## config.mk

```make
export PLATFORM = sky130hd
export DESIGN_NAME = row_skew_buf_flat
export DESIGN_NICKNAME = d
export VERILOG_FILES = /design/src/rtl/row_skew_buf_if.sv /design/src/rtl/row_skew_buf.sv /design/src/flat_wrapper.sv
export SDC_FILE = /design/constraint.sdc
export NUM_CORES = 1
export LEC_CHECK = 0
export BUFFER_PORTS_ARGS = -buffer_cell sky130_fd_sc_hd__buf_4
export CAP_MARGIN = 20
export CORE_MARGIN = 4
export CORE_UTILIZATION = 50
export CTS_CLUSTER_SIZE = 40
export DETAILED_ROUTE_END_ITERATION = 16
export GPL_TIMING_DRIVEN = 0
export PLACE_DENSITY = 0.68
export SLEW_MARGIN = 20
export SYNTH_ARGS = -nofsm -noshare
export SYNTH_HDL_FRONTEND = slang
export SYNTH_SLANG_ARGS = --single-unit
export TNS_END_PERCENT = 10
```

## constraint.sdc

```tcl
create_clock -name clk -period 34.1 [get_ports clk]
set_input_delay 1.705 -clock clk [delete_from_list [all_inputs] [get_ports clk]]
set_output_delay 1.705 -clock clk [all_outputs]
set_load 0.05 [all_outputs]
```

## src/rtl/row_skew_buf_if.sv

```systemverilog
// Vector handshake and skewed-output bundle between the input-memory read path,
// the row skew buffer and the systolic array west edge.
interface row_skew_buf_if #(
  parameter int WORD_LEN = 8,
  parameter int ROWS     = 16
);
  logic                     in_valid;
  logic                     in_ready;
  logic                     in_last;
  logic [ROWS*WORD_LEN-1:0] in_dat;
  logic [ROWS*WORD_LEN-1:0] out_dat;
  logic [ROWS-1:0]          out_vld;
  logic                     out_last;
  logic                     busy;

  modport master (
    output in_valid, in_last, in_dat,
    input  in_ready, out_dat, out_vld, out_last, busy
  );

  modport slave (
    input  in_valid, in_last, in_dat,
    output in_ready, out_dat, out_vld, out_last, busy
  );
endinterface

```

## src/rtl/row_skew_buf.sv

```systemverilog
// Row input skew buffer: row r is delayed by r extra cycles to form the diagonal
// wavefront for the systolic array; the skew pipeline is drained at end of tile.
module row_skew_buf #(
  parameter int WORD_LEN = 8,
  parameter int ROWS     = 16
) (
  input  logic              clk,
  input  logic              rst,
  input  logic              en,
  row_skew_buf_if.slave     bus
);
  localparam int CNT_W = $clog2(ROWS);

  typedef enum logic [1:0] {IDLE, STREAM, DRAIN} state_t;

  state_t           r_state;
  logic [CNT_W-1:0] r_cnt;
  logic             w_accept;
  logic             r_last [ROWS];

  assign bus.in_ready = en & (r_state != DRAIN);
  assign w_accept     = bus.in_valid & bus.in_ready;
  assign bus.busy     = (r_state != IDLE);

  always_ff @(posedge clk) begin
    if (rst) begin
      r_state <= IDLE;
      r_cnt   <= '0;
    end else if (en) begin
      case (r_state)
        IDLE, STREAM: begin
          if (w_accept) begin
            if (bus.in_last) begin
              r_state <= DRAIN;
              r_cnt   <= CNT_W'(ROWS - 1);
            end else begin
              r_state <= STREAM;
            end
          end
        end
        DRAIN: begin
          // Exit lands on the edge where the last beat reaches row ROWS-1.
          r_cnt <= r_cnt - 1'b1;
          if (r_cnt == CNT_W'(1)) r_state <= IDLE;
        end
        default: r_state <= IDLE;
      endcase
    end
  end

  // Per-row shift registers: row r holds r+1 stages, output is the deepest one.
  for (genvar r = 0; r < ROWS; r++) begin : g_row
    logic [WORD_LEN-1:0] r_dat [r+1];
    logic                r_vld [r+1];

    always_ff @(posedge clk) begin
      if (rst) begin
        for (int i = 0; i <= r; i++) begin
          r_dat[i] <= '0;
          r_vld[i] <= 1'b0;
        end
      end else if (en) begin
        r_dat[0] <= w_accept ? bus.in_dat[r*WORD_LEN +: WORD_LEN] : '0;
        r_vld[0] <= w_accept;
        for (int i = 1; i <= r; i++) begin
          r_dat[i] <= r_dat[i-1];
          r_vld[i] <= r_vld[i-1];
        end
      end
    end

    assign bus.out_dat[r*WORD_LEN +: WORD_LEN] = r_dat[r];
    assign bus.out_vld[r]                      = r_vld[r];
  end

  always_ff @(posedge clk) begin
    if (rst) begin
      for (int i = 0; i < ROWS; i++) r_last[i] <= 1'b0;
    end else if (en) begin
      r_last[0] <= w_accept & bus.in_last;
      for (int i = 1; i < ROWS; i++) r_last[i] <= r_last[i-1];
    end
  end

  assign bus.out_last = r_last[ROWS-1];
endmodule

```

## src/flat_wrapper.sv

```systemverilog
// flat-port wrapper written by rule: the top's interface ports become plain ports
module row_skew_buf_flat 
#(
  parameter int WORD_LEN = 8,
  parameter int ROWS     = 16
)
  (clk, rst, en, bus_in_valid, bus_in_last, bus_in_dat, bus_in_ready, bus_out_dat, bus_out_vld, bus_out_last, bus_busy);
  row_skew_buf_if #(.WORD_LEN(WORD_LEN), .ROWS(ROWS)) bus_i ();
  input  logic clk;
  input  logic rst;
  input  logic en;
  input wire logic [$bits(bus_i.in_valid)-1:0] bus_in_valid;
  input wire logic [$bits(bus_i.in_last)-1:0] bus_in_last;
  input wire logic [$bits(bus_i.in_dat)-1:0] bus_in_dat;
  output wire logic [$bits(bus_i.in_ready)-1:0] bus_in_ready;
  output wire logic [$bits(bus_i.out_dat)-1:0] bus_out_dat;
  output wire logic [$bits(bus_i.out_vld)-1:0] bus_out_vld;
  output wire logic [$bits(bus_i.out_last)-1:0] bus_out_last;
  output wire logic [$bits(bus_i.busy)-1:0] bus_busy;
  assign bus_i.in_valid = bus_in_valid;
  assign bus_i.in_last = bus_in_last;
  assign bus_i.in_dat = bus_in_dat;
  assign bus_in_ready = bus_i.in_ready;
  assign bus_out_dat = bus_i.out_dat;
  assign bus_out_vld = bus_i.out_vld;
  assign bus_out_last = bus_i.out_last;
  assign bus_busy = bus_i.busy;
  row_skew_buf #(.WORD_LEN(WORD_LEN), .ROWS(ROWS)) u_core (.clk(clk), .rst(rst), .en(en), .bus(bus_i));
endmodule
```

==> results of run 1 <==
worst max-delay path, cell delays in order:
cell,delay [ns]
buf_2,0.22
clkbuf_1,0.71
clkbuf_1,0.40
or2_4,0.63
buf_16,0.36
buf_16,0.31
buf_16,0.30
buf_12,0.29
buf_12,0.26
buf_12,0.29
flip-flops by register name, summed over array words and instances (netlist names):
signal	cells
u_core.g_row.r_dat	1088
u_core.g_row.r_vld	21
u_core.r_cnt	4
u_core.r_last	16
u_core.r_state	2
layer usage:
metal  track usage (%)  vias up  wire, um
met5                 0        -         0
met4              4.82        0      1570
met3              2.84      105      3610
met2              26.6      411     34700
met1              19.2     9252     27900
li1                  -     9517         -
power breakdown:
group | switching [W] | internal, W
sequential | 0.0000196 | 0.00162
combinational | 0.000115 | 0.0000689
clock | 0.000495 | 0.000732
total | 0.000629 | 0.00242
through the flow:
stage	power (W)	utilization, %	hold slack (ns)
2_1_floorplan	0.00182	-	0.450
3_3_place_gp	0.00189	55.0	0.460
3_5_place_dp	0.00186	55.6	0.501
4_1_cts	0.00309	60.0	0.501
5_1_grt	0.00316	60.0	0.513
6_report	0.00305	60.0	0.501
how the worst max path moves through the flow:
| stage | cells after the start | startpoint | slack (ns) | endpoint |
|---|---|---|---|---|
| 4_1_cts | 10 | rst | 28.77 | u_core.g_row[2].r_dat[0][16]$_SDFFCE_PP0P_ |
| 5_1_grt | 10 | rst | 28.50 | u_core.g_row[2].r_dat[0][18]$_SDFFCE_PP0P_ |
| 6_report | 10 | rst | 28.79 | u_core.g_row[2].r_dat[0][16]$_SDFFCE_PP0P_ |
| 3_3_place_gp | 4 | rst | 12.71 | u_core.g_row[2].r_dat[0][16]$_SDFFCE_PP0P_ |
| 2_1_floorplan | 4 | rst | 17.28 | u_core.g_row[0].r_dat[0][0]$_SDFFCE_PN0P_ |
| 3_5_place_dp | 10 | rst | 28.07 | u_core.g_row[2].r_dat[0][16]$_SDFFCE_PP0P_ |
cell usage after synthesis (2+ instances only):
cell      count  area, um2
and4_1        2       17.5
nand2b_1      2       12.5
dfxtp_1       6        120
edfxtp_1   1125      33800
or2_2         2       12.5
a21oi_1       3       15.0
buf_2         7       35.0
o21ai_0       2       10.0
and3b_1       2       17.5
a31o_2        2       17.5
buf_6        11        124
nor2b_1     210       1310
inv_1         3       11.3
buf_4       125        938
mux2i_1       2       20.0
ha_1          2       25.0
clkbuf_1     75        282
clkbuf_2     30        150
and2_1      917       5740
cell type report:
cell class / count / area share, %
Sequential cell: 1131 / 67.2
Multi-Input combinational cell: 1154 / 14.4
Timing Repair Buffer: 299 / 5.19
Clock buffer: 135 / 5.89
Inverter: 3 / 0.0223
Antenna cell: 1 / 0.00496
Clock inverter: 74 / 1.47
Tap cell: 1134 / 2.81
Buffer: 248 / 3.03
cell families (layout without fill, tap and decap cells):
family	Yosys count	count (layout)
simple gates	1140	1140
flops	1131	1131
buf+inv	251	759
compound gates	10	10
fa+ha+maj	2	2
mux	2	2
other cells	0	1
==> qor.txt, run 1 <==
R2r setup slk -> 32.24 ns
Critical path launch point type -> input pin
Pre-CTS WS -> 28.07 ns
Final hold violations -> 0
Nets -> 3084
Area of the multi-input gates -> 7260 um2
Fmax -> 0.188 GHz
Commonest non-fill, non-tap cells in the layout -> 1125 x edfxtp_1, 917 x and2_1, 403 x buf_4
Minimum clock period after layout -> 5.31 ns
Synth Area in Adders -> 0.0586%
Yosys reg bits -> 1131
Fin Setup TNS -> 0 ns
R2R Path End -> u_core.g_row[12].r_dat[0][7]$_SDFFCE_PN0P_
Hold Path End -> u_core.g_row[12].r_dat[0][23]$_SDFFCE_PP0P_
Final Cycle Share -> 15.6%
1st-iter DRT viols -> 1222
Post-CTS Hold Fix Bufs -> 0
Initial antenna violation count -> 5
Largest net degree at the start of global routing -> 63
Netlist cell types -> 27
DRT Pass-1 Iters -> 5
Non-Filler Instances -> 4179
Vias in the first global route -> 19700
Critical path arrival -> 5.64 ns
Setup-failing EPs final -> 0
Starting density of the core -> 50.8%
Core Region -> 84100 um2
Worst hold path depth -> 1
Hpwl dp -> 45100 um
Mux contribution to synthesized area -> 0.0469%
Share of flip-flops with an asynchronous set or reset -> 0%
XOR/XNOR Fraction of Synth Area -> 0%
Flip-flop and latch area -> 33900 um2
Mean Syn Cell Area -> 16.8 um2
Required time of the critical path -> 34.42 ns
Full die area -> 90100 um2
Crit Path Max Fanout -> 56
Run status -> finished, final reports clean
Worst hold path class -> flip-flop to flip-flop
CP endpoint kind -> flip-flop
Register area share after synthesis -> 79.4%
Die height -> 300 um
CTS buffer count -> 112
CTS Root Buffer Type -> clkbuf_16
Ports -> 280
Fillers -> 6292
Placed instance area -> 46700 um2
Critical path class -> input pin to flip-flop
EDFF count, synth -> 1125
Total Wirelength -> 67800 um
Num Clock Sinks -> 1131
Post-layout instance area -> 50500 um2
CTS tree -> yes
Synthesized instance count -> 2536
Via Count -> 19300
Setup ws final -> 28.79 ns
# resized after CTS -> 0
Worst-margin pin slew -> 1.15 ns
Layout cell share with drive strength beyond 1 -> 21.2%
Tot GR Track Use -> 15.1%
Leading cell type in the layout, fill and taps excluded -> edfxtp_1
# Post-CTS Setup Buffers -> 0
Synth Area in Simple Gates -> 16.7%
Wire length per cell -> 16.2 um
Port bufs -> 278
First-pass GRT wire length -> 106000 um
GP Congestion -> 0.729
Max Cap Violations -> 0
Syn_nets -> 2671
Remaining Overflow, GRT -> 0
Hold path start -> u_core.g_row[12].r_dat[0][15]$_SDFFCE_PP0P_
Rel. slew slack -> 23.4%
Dpl cells -> 3969
Max clock buf depth -> 3
Die Wd -> 300 um
Area growth syn-to-layout -> 18.2%
DRC Markers -> 0
Static leakage -> 20.2 nW
Dominant combinational cell family by area after synthesis -> simple AND/OR/NAND/NOR gates
DR vias/cell -> 4.61
H-Tree Depth -> 3
Antenna violation net count after detailed routing -> 0
Yosys Warn Count -> 0
Clock transition at path regs -> 0.06 ns
Worst R2R Path Depth -> 4
Std-Cell Rows -> 106
Clock insertion delay at the later pin of the skew report -> 0.65 ns
Worst Clk Skew -> 0.0195 ns
Worst R2R Start -> u_core.r_state[1]$_SDFFE_PP0P_
Worst IR drop on VDD -> 42.9 uV
Slew Viols, Final -> 0
Synth Cell Area -> 42700 um2
Synth Flop Type -> edfxtp_1
RSZ-0062 raised after global routing -> false
Post-synthesis compound-gate area fraction -> 0.161%
Cell Pwr Density -> 60.5 nW/um2
(Power assumes the default switching activity.)
==> run 2, diff against run 1 <==
--- a/config.mk
+++ b/config.mk
@@ -12,7 +12,7 @@
 export CTS_CLUSTER_SIZE = 40
 export DETAILED_ROUTE_END_ITERATION = 16
 export GPL_TIMING_DRIVEN = 0
-export PLACE_DENSITY = 0.68
+export PLACE_DENSITY = 0.7
 export SLEW_MARGIN = 20
 export SYNTH_ARGS = -nofsm -noshare
 export SYNTH_HDL_FRONTEND = slang
==> constraint.sdc (replaced) <==
create_clock -name clk -period 4.28 [get_ports clk]
set_input_delay 0.214 -clock clk [delete_from_list [all_inputs] [get_ports clk]]
set_output_delay 0.214 -clock clk [all_outputs]
set_load 0.05 [all_outputs]
==> run 2 against run 1 <==
- final cell count up 3.2%
- critical path depth up 4
- flip-flop and latch count is the same
==> qor.txt, run 2 (synthesized netlist as in run 1, its figures left out) <==
RSZ-0062 raised after global routing -> false
GP Congestion -> 0.734 (+0.67%)
Slew Viols, Final -> 0 (unchanged)
Clock insertion delay at the later pin of the skew report -> 0.65 ns (about the same)
Max clock buf depth -> 3 (unchanged)
Max reg flops -> 1088 (unchanged)
Minimum clock period after layout -> 3.76 ns
Hold path start -> rst
CP endpoint kind -> flip-flop
Layout cell share with drive strength beyond 1 -> 20.2% (-1.0 points)
CP max-delay cell -> or2_4
Crit Path Max Fanout -> 60 (+7.1%)
Port bufs -> 278 (unchanged)
Wire length per cell -> 16.3 um (+0.19%)
Full die area -> 90100 um2 (unchanged)
Final hold violations -> 0 (unchanged)
Cell Pwr Density -> 466 nW/um2 (+670%)
Crit-path most repeated cell -> buf_12
Max Cap Violations -> 0 (unchanged)
Logic pwr share -> 6.5% (+0.5 points)
Die height -> 300 um (unchanged)
Critical path arrival -> 4.08 ns (-1.56 ns)
CTS tree -> yes
Nets -> 3218 (+4.3%)
Worst hold path class -> input pin to flip-flop
Switching power -> 0.00502 W (+700%)
Run status -> finished, final reports clean
P_int -> 0.0191 W (+690%)
Clock transition at path regs -> 0.06 ns (about the same)
H-Tree Depth -> 3 (unchanged)
Hold Path End -> u_core.r_cnt[1]$_SDFFE_PP0P_
Util after Layout -> 61.5% (+1.5 points)
Die Wd -> 300 um (unchanged)
Required time of the critical path -> 4.59 ns (-29.83 ns)
Worst IR drop on VDD -> 359 uV (+740%)
R2r setup slk -> 2.33 ns (-29.91 ns)
Ports -> 280 (unchanged)
Post-layout instance area -> 51700 um2 (+2.4%)
Largest net degree at the start of global routing -> 64 (+1.6%)
Worst hold path depth -> 4 (+3)
Worst R2R Start -> u_core.r_state[1]$_SDFFE_PP0P_
Critical path class -> input pin to flip-flop
Worst Clk Skew -> 0.0182 ns (-0.00128 ns)
Flop pwr share -> 54.3% (+0.5 points)
CTS buffer count -> 112 (unchanged)
Rel. slew slack -> 24.9% (+1.5 points)
Remaining Overflow, GRT -> 0 (unchanged)
Crit-path cells -> buf_8, clkbuf_8, clkbuf_8, or2_4, buf_12, buf_12, buf_16, buf_12, buf_12, buf_12, buf_12, buf_16, buf_16, buf_16
Clock network power share -> 39.2% (-1.0 points)
Initial antenna violation count -> 6 (+1)
Commonest non-fill, non-tap cells in the layout -> 1125 x edfxtp_1, 917 x and2_1, 403 x buf_4
Crit path largest cell delay -> 0.40 ns (-0.31 ns)
Largest reg by FF count -> u_core.g_row.r_dat
Antenna violation net count after detailed routing -> 0 (unchanged)
Regs by FF count -> u_core.g_row.r_dat x1088, u_core.g_row.r_vld x21, u_core.r_last x16
Non-Filler Instances -> 4314 (+3.2%)
Hpwl dp -> 45200 um (+0.18%)
Starting density of the core -> 50.8% (unchanged)
Via Count -> 19900 (+3.1%)
Dpl cells -> 3971 (+0.050%)
DRC Markers -> 0 (unchanged)
Tot GR Track Use -> 15.6% (+0.44 points)
Num Clock Sinks -> 1131 (unchanged)
Setup-failing EPs final -> 0 (unchanged)
DRT Pass-1 Iters -> 5 (unchanged)
# resized after CTS -> 0 (unchanged)
Area growth syn-to-layout -> 21.0%
Final Cycle Share -> 87.9%
Worst R2R Path Depth -> 5 (+1)
R2R Path End -> u_core.r_cnt[3]$_SDFFE_PP0P_
Static leakage -> 20.7 nW (+2.4%)
Tot Pwr -> 0.0241 W (+690%)
DR vias/cell -> 4.61 (about the same)
Vias in the first global route -> 20300 (+3.3%)
Fmax -> 0.266 GHz
Switching fraction of total power -> 20.8% (+0.20 points)
First-pass GRT wire length -> 109000 um (+2.9%)
Worst-margin pin slew -> 1.13 ns (-0.0224 ns)
CTS Root Buffer Type -> clkbuf_16
Placed instance area -> 46800 um2 (+0.10%)
Core Region -> 84100 um2 (unchanged)
Std-Cell Rows -> 106 (unchanged)
1st-iter DRT viols -> 1224 (+0.16%)
Critical path launch point type -> input pin
Fillers -> 6143 (-2.4%)
Fin Setup TNS -> 0 ns (unchanged)
Total Wirelength -> 70100 um (+3.4%)
Leading cell type in the layout, fill and taps excluded -> edfxtp_1
## run 2: cell types whose count changed in the layout (fill, tap and decap cells not counted), moves of 3 or more
cell / previous run / this run
buf_12: 6 / 11
buf_16: 15 / 12
bufinv_16: 15 / 11
clkbuf_1: 92 / 98
clkinv_2: 30 / 25
diode_2: 1 / 4
dlygate4sd3_1: 0 / 132
## run 2: power by group through the flow
stage	sequential, W	combinational, W	clock (W)
after global placement	0.0135	0.00138	0
after floorplan	0.0135	0.000907	0
after detailed placement	0.0133	0.00149	0
after CTS	0.0131	0.00159	0.00971
final	0.0131	0.00157	0.00945
after global routing	0.0131	0.00169	0.0102
## run 2: per-stage QoR
step / hold WS, ns / setup WS [ns]
2_1_floorplan: 0.412 / -4.90
3_3_place_gp: 0.459 / -7.40
3_5_place_dp: 0.495 / -0.248
4_1_cts: 0.0372 / 0.462
5_1_grt: 0.0777 / 0.209
6_report: 0.0912 / 0.517
## run 2: layout make-up
cell class                      count  area [um2]  share of cell area, %
Antenna cell                        4        10.0                 0.0194
Buffer                            248        1560                   3.02
Clock buffer                      140        2950                   5.71
Clock inverter                     67         616                   1.19
Inverter                            3        11.3                 0.0218
Multi-Input combinational cell   1154        7260                   14.0
Sequential cell                  1131       33900                   65.6
Tap cell                         1134        1420                   2.75
Timing Repair Buffer              433        3960                   7.66
## run 2: what timing repair did
item / CTS / global route
buffers inserted: 0 / 0
hold buffers: 132 / 0
endpoints found under the hold margin: 132 / 0
## run 2: worst max-delay path by stage
stage | startpoint | endpoint | slack, ns | cells after the start
final | rst | u_core.g_row[5].r_dat[0][42]$_SDFFCE_PP0P_ | 0.52 | 14
after floorplan | rst | u_core.g_row[0].r_dat[0][0]$_SDFFCE_PN0P_ | -4.90 | 4
after global routing | rst | u_core.g_row[9].r_dat[0][10]$_SDFFCE_PP0P_ | 0.21 | 14
after detailed placement | rst | u_core.g_row[5].r_dat[0][43]$_SDFFCE_PP0P_ | -0.25 | 14
after global placement | rst | u_core.g_row[5].r_dat[0][44]$_SDFFCE_PP0P_ | -7.40 | 4
after CTS | rst | u_core.g_row[9].r_dat[0][14]$_SDFFCE_PP0P_ | 0.46 | 14
## run 2: metal layers
layer	global-route usage, %	part of all wire [%]
met4	5.24	2.4
met2	27.2	51
met5	0	0
met3	2.89	5.7
met1	19.8	41
## run 2: critical path: cells and delay by family
kind,cells,cell delay [ns]
buffers and inverters,13,3.33
and+or+nand+nor,1,0.40
